==> src/rtl/puzzle_pkg.sv <==
// Shared types and constants for the colour-cycling puzzle engine.
package puzzle_pkg;

  typedef enum logic [1:0] {IDLE, SCRAMBLE, PLAY, WON} state_t;

  // line is wide enough for the largest legal grid (N = 8)
  typedef struct packed {
    logic [2:0] line;
    logic       col;
    logic       dec;
  } move_t;

  localparam int          LFSR_W    = 16;
  localparam logic [15:0] LFSR_TAPS = 16'hB400;

endpackage

==> src/rtl/puzzle_lfsr.sv <==
// Free-running 16-bit Galois LFSR (taps 16,14,13,11), loads SEED on reset.
module puzzle_lfsr
  import puzzle_pkg::*;
#(
  parameter logic [LFSR_W-1:0] SEED = 16'hACE1
) (
  input  logic              clk,
  input  logic              reset,
  output logic [LFSR_W-1:0] q
);

  always_ff @(posedge clk) begin
    if (reset) q <= SEED;
    else       q <= {1'b0, q[LFSR_W-1:1]} ^ (q[0] ? LFSR_TAPS : '0);
  end

endmodule

==> src/rtl/puzzle_grid_core.sv <==
// N x N colour-cycling puzzle: cell array, row/column moves, LFSR scramble, move counter, win detect.
// Optional one-deep undo of the last player move is built when PUZZLE_UNDO_EN is defined.
module puzzle_grid_core
  import puzzle_pkg::*;
#(
  parameter int          N              = 4,
  parameter int          W              = 2,
  parameter int          SCRAMBLE_MOVES = 16,
  parameter int          CNT_W          = 16,
  parameter logic [15:0] SEED           = 16'hACE1
) (
  input  logic               clk,
  input  logic               reset,
  input  logic               start_scramble,
  input  logic               fire,
  input  logic               sel_col,
  input  logic [N-1:0]       sel,
  input  logic               add_n,
  input  logic               undo,
  output logic [N*N*W-1:0]   cells,
  output logic               busy,
  output logic               sel_error,
  output logic               win,
  output logic [CNT_W-1:0]   move_count
);

  localparam int LW = $clog2(N);
  localparam int SW = $clog2(SCRAMBLE_MOVES + 1);

  state_t             state, state_nx;
  logic [SW-1:0]      scr_cnt, scr_cnt_nx;
  logic [CNT_W-1:0]   count_q, count_nx;
  logic               check_q, check_nx;
  logic [N*N*W-1:0]   cells_q, cells_d;
  logic [LFSR_W-1:0]  lfsr;
  logic [2:0]         sel_idx;
  logic               fire_go, undo_ok, solved, mv_en;
  move_t              mv, fire_mv, rnd_mv, undo_mv;
  logic               unused_lfsr;

  puzzle_lfsr #(.SEED(SEED)) u_lfsr (.clk(clk), .reset(reset), .q(lfsr));
  assign unused_lfsr = ^lfsr;

  always_comb begin
    sel_idx = '0;
    for (int i = 0; i < N; i++)
      if (sel[i]) sel_idx = 3'(i);
  end

  assign sel_error = ~((|sel) && ((sel & (sel - 1'b1)) == '0));
  assign fire_mv   = '{line: sel_idx, col: sel_col, dec: add_n};
  assign rnd_mv    = '{line: 3'(lfsr[LW-1:0]), col: lfsr[15], dec: 1'b0};
  assign fire_go   = fire && !sel_error && !start_scramble && (state == IDLE || state == PLAY);

`ifdef PUZZLE_UNDO_EN
  move_t undo_mv_q;
  logic  undo_vld_q;

  assign undo_ok = undo && undo_vld_q && (state == PLAY) && !fire_go && !start_scramble;
  assign undo_mv = '{line: undo_mv_q.line, col: undo_mv_q.col, dec: ~undo_mv_q.dec};

  always_ff @(posedge clk) begin
    if (reset) begin
      undo_vld_q <= 1'b0;
      undo_mv_q  <= '0;
    end else if (fire_go) begin
      undo_vld_q <= 1'b1;
      undo_mv_q  <= fire_mv;
    end else if (undo_ok || start_scramble) begin
      undo_vld_q <= 1'b0;
    end
  end
`else
  logic unused_undo;
  assign unused_undo = undo;
  assign undo_ok     = 1'b0;
  assign undo_mv     = '0;
`endif

  always_comb begin
    state_nx   = state;
    scr_cnt_nx = scr_cnt;
    count_nx   = count_q;
    check_nx   = 1'b0;
    mv_en      = 1'b0;
    mv         = fire_mv;
    if (start_scramble) begin
      state_nx   = SCRAMBLE;
      scr_cnt_nx = SW'(SCRAMBLE_MOVES);
    end else begin
      case (state)
        IDLE, PLAY: begin
          // win is judged on the board left by the previous player move
          if (state == PLAY && check_q && solved) state_nx = WON;
          if (fire_go) begin
            mv_en    = 1'b1;
            check_nx = 1'b1;
            state_nx = (state == IDLE) ? PLAY : state_nx;
            if (count_q != '1) count_nx = count_q + 1'b1;
          end else if (undo_ok) begin
            mv_en = 1'b1;
            mv    = undo_mv;
            if (count_q != '0) count_nx = count_q - 1'b1;
          end
        end
        SCRAMBLE: begin
          mv = rnd_mv;
          if (scr_cnt != '0) begin
            mv_en      = 1'b1;
            scr_cnt_nx = scr_cnt - 1'b1;
          end else if (solved) begin
            mv_en = 1'b1;
          end else begin
            count_nx = '0;
            state_nx = PLAY;
          end
        end
        default: ;
      endcase
    end
  end

  for (genvar r = 0; r < N; r++) begin : g_row
    for (genvar c = 0; c < N; c++) begin : g_col
      localparam int IDX = (r * N + c) * W;
      logic         hit;
      logic [W-1:0] cur;
      assign cur = cells_q[IDX +: W];
      assign hit = mv_en && (mv.col ? (mv.line == 3'(c)) : (mv.line == 3'(r)));
      assign cells_d[IDX +: W] = hit ? (mv.dec ? cur - W'(1) : cur + W'(1)) : cur;
    end
  end

  logic [N*N-1:0] eq;
  for (genvar i = 0; i < N * N; i++) begin : g_eq
    assign eq[i] = (cells_q[i*W +: W] == cells_q[0 +: W]);
  end
  assign solved = &eq;

  always_ff @(posedge clk) begin
    if (reset) begin
      state   <= IDLE;
      scr_cnt <= '0;
      count_q <= '0;
      check_q <= 1'b0;
      cells_q <= '0;
    end else begin
      state   <= state_nx;
      scr_cnt <= scr_cnt_nx;
      count_q <= count_nx;
      check_q <= check_nx;
      cells_q <= cells_d;
    end
  end

  assign cells      = cells_q;
  assign busy       = (state == SCRAMBLE);
  assign win        = (state == WON);
  assign move_count = count_q;

endmodule

==> config.mk <==
export PLATFORM = sky130hd
export DESIGN_NAME = puzzle_grid_core
export DESIGN_NICKNAME = d
export VERILOG_FILES = /design/src/rtl/puzzle_pkg.sv /design/src/rtl/puzzle_lfsr.sv /design/src/rtl/puzzle_grid_core.sv
export SDC_FILE = /design/constraint.sdc
export NUM_CORES = 1
export LEC_CHECK = 0
export CAP_MARGIN = 15
export CORE_MARGIN = 2
export CORE_UTILIZATION = 54
export DETAILED_ROUTE_END_ITERATION = 10
export PLACE_DENSITY = 0.8
export SLEW_MARGIN = 20
export SYNTH_ARGS = -nofsm -noshare
export SYNTH_HDL_FRONTEND = slang
export SYNTH_SLANG_ARGS = --single-unit
==> constraint.sdc <==
create_clock -name clk -period 4.24 [get_ports clk]
set_input_delay 1.272 -clock clk [delete_from_list [all_inputs] [get_ports clk]]
set_output_delay 1.272 -clock clk [all_outputs]
set_load 0.02 [all_outputs]
### Word level (Yosys, flattened, before mapping)

Index checks and enable logic that the tools add are counted.
Widths: inputs -> output; s select.

* add/subtract/negate cells: 35
* equality and inequality tests: 28
* multiplexer cells: 54
* bitwise operators: 5
* reduce and logical (&&, ||, !) cells: 42

Operators with widths (number)
* $mux 16: 5
* $mux 2: 23
* $add 2x1->2 const B: 16
* $pmux 16 s2: 1
* $sub 2x1->2 const B: 16
* $eq 2x2->1: 15
* $logic_and 1x1->1: 22
* $mux 5: 4
* $mux 1: 18
* $add 16x1->16 const B: 1
* $ne 16x16->1 const B: 1
* $xor 15x16->16: 1
* $reduce_and 15->1: 1
* $ne 2x2->1 const B: 4
* $eq 3x2->1 const B: 2
* $ne 3x3->1 const B: 2
* $reduce_and 3->1: 2
* $reduce_and 6->1: 1
* $reduce_bool 2->1: 3
* $reduce_bool 5->1: 1
* $sub 5x1->5 const B: 1
* $and 4x4->4: 1
* $eq 2x2->1 const B: 2
* $logic_not 4->1: 1
* other kinds (16): 20

* register bits after elaboration: 72
* bits of input ports: 11
* output and inout bits: 51
* logic and storage cells: 187

### Depth between registers and ports, before layout

* word-level depth: 11
* gate-level depth with buffers: 10
* depth with buffers taken out: 8

### By module

Synthesis repeated with hierarchy kept, for this count alone.

* cell total of the unflattened synthesis: 461
* area total of the unflattened synthesis: 4046.4 µm²

By module, submodules not included
* puzzle_grid_core: times used 1, cells an instance 425, area each 3583.4 µm², seq. area each 1121.1 µm²
* puzzle_lfsr: times used 1, cells an instance 36, area each 462.9 µm², seq. area each 320.3 µm²

### Least setup slack after synthesis

Ideal clock, no wire load.

* kind: input-to-reg
* from: input start_scramble
* to: register cells_q[13] (netlist: cells[13])
* library setup time: 0.121 ns
* arrival: 3.394 ns
* data required time: 4.119 ns
* setup slack: 0.726 ns
* stages: 8
* buffers on the path: 2
* cells stage by stage: buf_2 or3b_1 buf_2 a31oi_1 nand2_1 mux2_2 a211oi_1 mux2_2

* longest elaborated chain between the ends: 7
* elaborated cells on any way between the ends: 12
* those cells by class: eq/ne (2); mux (6); reduce/logical (4)

RTL lines
* start: declaration: RTL line puzzle_grid_core.sv:14 `input logic start_scramble,`
* $logic_not 1->1: RTL line puzzle_grid_core.sv:53 `assign fire_go = fire && !sel_error && !start_scramble && (state == IDLE || state == PLAY);`
* $logic_and 1x1->1 (2 in a row): RTL line puzzle_grid_core.sv:53
* $mux 1: RTL line puzzle_grid_core.sv:95 `if (fire_go) begin`
* $pmux 1 s2: RTL line puzzle_grid_core.sv:91 `case (state)`
* $mux 1: RTL line puzzle_grid_core.sv:87 `if (start_scramble) begin`
* $logic_and 1x1->1: RTL line puzzle_grid_core.sv:129 `assign hit = mv_en && (mv.col ? (mv.line == 3'(c)) : (mv.line == 3'(r)));`
* end signal: assignment: RTL line puzzle_grid_core.sv:152 `cells_q <= cells_d;`
* end: declaration: RTL line puzzle_grid_core.sv:34 `logic [N*N*W-1:0] cells_q, cells_d;`

Parallel ways exist; a longest one is shown, timed or not.
A chain may end at the register's enable or synchronous reset.

### Worst setup path after layout

* from: input sel[3]
* to: output sel_error

* longest elaborated chain between the ends: 5
* elaborated cells on any way between the ends: 6
* those cells by class: add/sub (1); bitwise (2); reduce/logical (3)

RTL lines
* start: declaration: RTL line puzzle_grid_core.sv:17 `input logic [N-1:0] sel,`
* $sub 4x1->4: RTL line puzzle_grid_core.sv:50 `assign sel_error = ~((|sel) && ((sel & (sel - 1'b1)) == '0));`
* $and 4x4->4: RTL line puzzle_grid_core.sv:50
* $logic_not 4->1: RTL line puzzle_grid_core.sv:50
* $logic_and 1x1->1 (*): RTL line puzzle_grid_core.sv:50
* $not 1->1 (*): RTL line puzzle_grid_core.sv:50
* end: declaration: RTL line puzzle_grid_core.sv:22 `output logic sel_error,`

Every way passes the cells marked *; elsewhere a longest branch is shown, timed or not.

==> flow_metrics.tcl <==
set metrics [dict create \
    status "finished clean" \
    yosysSeqAreaShare_pct 36.71 \
    ys_ff_latch 72 \
    synth_area_mm2 0.003926 \
    cts-resized-gates 0 \
    p_sw_share_pct 33.64 \
    htreeDepth 3 \
    min_period_over_period_pct 98.35 \
    r2r-start "cells[0]" \
    grt_max_degree 51 \
    syn_area_per_cell_um2 8.923 \
    worst_clock_skew_ns 0.007436 \
    portBuffers 60 \
    chipHeight_um 89.27 \
    dp_hpwl_um 6373 \
    syn_inst 440 \
    p_clk_share_pct 30.2 \
    holdWs_ns 0.4144 \
    num_vias 3435 \
    post-route-min-period_ns 4.170 \
    grt_setup_unrepaired "false" \
    hp-class "reg2reg" \
    n_antenna_cell 0 \
    p_per_area_mw_per_mm2 382.4 \
    grt_pass1_wl_um 14720 \
    final_cell_mix "dfxtp_1, clkdlybuf4s50_1, nor2_1" \
    ys_warn_count 0 \
    io_pins 62 \
    seqPwrFrac_pct 41.6 \
    place_congestion 0.8800 \
    drv_cap 0 \
    clock_latency_ns 0.35 \
    clk_pin_slew_worst_paths_ns 0.08 \
    power_frac_comb_pct 28.1 \
    antenna_found_initial 0 \
    synth_edf_count 0 \
    fp-row-count 31 \
    power.switching_w 0.0006219 \
    cts_setup_buffers 0 \
    path_class "in2out" \
    start_kind "input port" \
    cts_hold_buf 0 \
    drc 0 \
    die_w_um 89.27 \
    grt_pass1_vias 3062 \
    coreArea_mm2 0.007137 \
    cp-startpoint "sel[3]" \
    worstHoldStart "u_lfsr.q[8]" \
    fin_tns_setup_ns 0 \
    synth_async_sr_flop_share_pct 0 \
    syn_nets 453 \
    area_growth_pct 23.14 \
    start_util_pct 55.01 \
    layout_commonest_cell "dfxtp_1" \
    synth_cell_types 46 \
    slew_violations 0 \
    fmax_mhz 239.8 \
    ctsRootBufferMaster "clkbuf_8" \
    wl_per_cell_um 15.18 \
    firstDrtPassIters 4 \
    wirelength_um 9093 \
    numCtsBuffers 9 \
    setup_violations 0 \
    cp.required_ns 2.97 \
    hold_viol 0 \
    worstPathMaxFanout 5 \
    multi_input_area_mm2 0.002336 \
    nNetsFinal 508 \
    power_w 0.001849 \
    ant_nets 0 \
    cts_max_path_buffers 2 \
    track_usage_pct 23.91 \
    die-area_mm2 0.007969 \
    layout-drive-gt1-share_pct 15.60 \
    regArea_mm2 0.001441 \
    cts_tree "done" \
    p_int_w 0.001227 \
    drtIter0Drc 160 \
    ir_drop_mv 0.2399 \
    arrival_ns 2.90 \
    max_slew_margin_pct 36.35 \
    overflow 0 \
    clock-sinks 72 \
    tightest_slew_ns 0.9425 \
    fill_cells 582 \
    synth_flop_cell "dfxtp_1" \
    avgViaCountPerCell 5.735 \
    end_kind "output port" \
    p_leak_nw 1.785 \
]
[state kept, by name (all words and copies together) (netlist names)]
| signal | flops |
|---|---|
| move_count | 16 |
| scr_cnt | 5 |
| u_lfsr.q | 16 |
| state | 2 |
| cells | 32 |
| check_q | 1 |
[power groups by stage]
stage               Clock [W]  Combinational (W)  Sequential, W
floorplan                   0           0.000342       0.000797
global placement            0           0.000500       0.000782
detailed placement          0           0.000514       0.000784
CTS                  0.000570           0.000519       0.000769
global route         0.000601           0.000569       0.000779
finish               0.000559           0.000520       0.000770
[cell usage after synthesis (all sizes together), types with 6 or more instances]
cell type  number  area [um^2]
buf             7        46.29
xnor2           9        78.83
dfxtp          72         1441
nand2b          6        37.54
o211ai          7        52.55
inv             6        22.52
xor2           18        157.7
a2111oi         9        116.4
nor2b          38        237.7
nor3            8        40.04
mux2           37        416.7
nor2           47        176.4
clkbuf         22        82.58
or2             8        50.05
or4            16        120.1
o21ai          10        50.05
a211oi         18        135.1
nand4           6        37.54
a21oi          20        100.1
nand2          19        71.32
nor4            7        43.79
[critical path, stage by stage]
cell,delay [ns]
clkdlybuf4s50_1,0.50
xor2_1,0.18
a211oi_1,0.28
clkdlybuf4s50_1,0.67
[area by class of cell]
cell class / count / share of cell area, %
clock buffers: 10 / 2.847
clock inverters: 6 / 1.398
inverters: 6 / 0.4658
multi-input cells: 333 / 48.32
flip-flops and latches: 72 / 29.81
well taps: 99 / 2.562
repair buffers: 73 / 14.60
[logic make-up (layout without fill, tap and decap cells)]
logic type	count (synthesis)	count (layout)	share of synthesized area, %
xor gates and xnor gates	27	27	6.023
buffers and inverters	35	95	3.856
muxes	42	42	11.98
and+or+nand+nor	180	180	25.27
adders and majority gates	2	2	0.6372
DFF	72	72	36.71
AOI/OAI and AO/OA	82	82	15.52
[worst paths after layout]
check                      to  slack, ns  cells after the start
setup / recovery    sel_error       0.07                      4
hold / removal    u_lfsr.q[7]       0.41                      1
setup reg to reg    cells[27]       1.13                      7
hold reg to reg   u_lfsr.q[7]       0.41                      1
[layer usage]
| layer | wire [um] | GRT usage, % |
|---|---|---|
| met1 | 4093 | 33.49 |
| met2 | 4352 | 36.57 |
| met3 | 498 | 4.063 |
| met4 | 148 | 9.769 |
| met5 | 0 | 0 |
[metrics by stage]
stage          area, um^2  instances  worst slack, ns  utilization [%]
2_1_floorplan        3926        440           0.7256                -
3_3_place_gp         4629        583           0.1189            64.87
3_5_place_dp         4629        583          0.06793            64.87
4_1_cts              4835        599          0.07023            67.74
5_1_grt              4835        599         0.008774            67.74
6_report             4835        599          0.07007            67.74
Note: power is estimated with default switching activity, not from simulation.
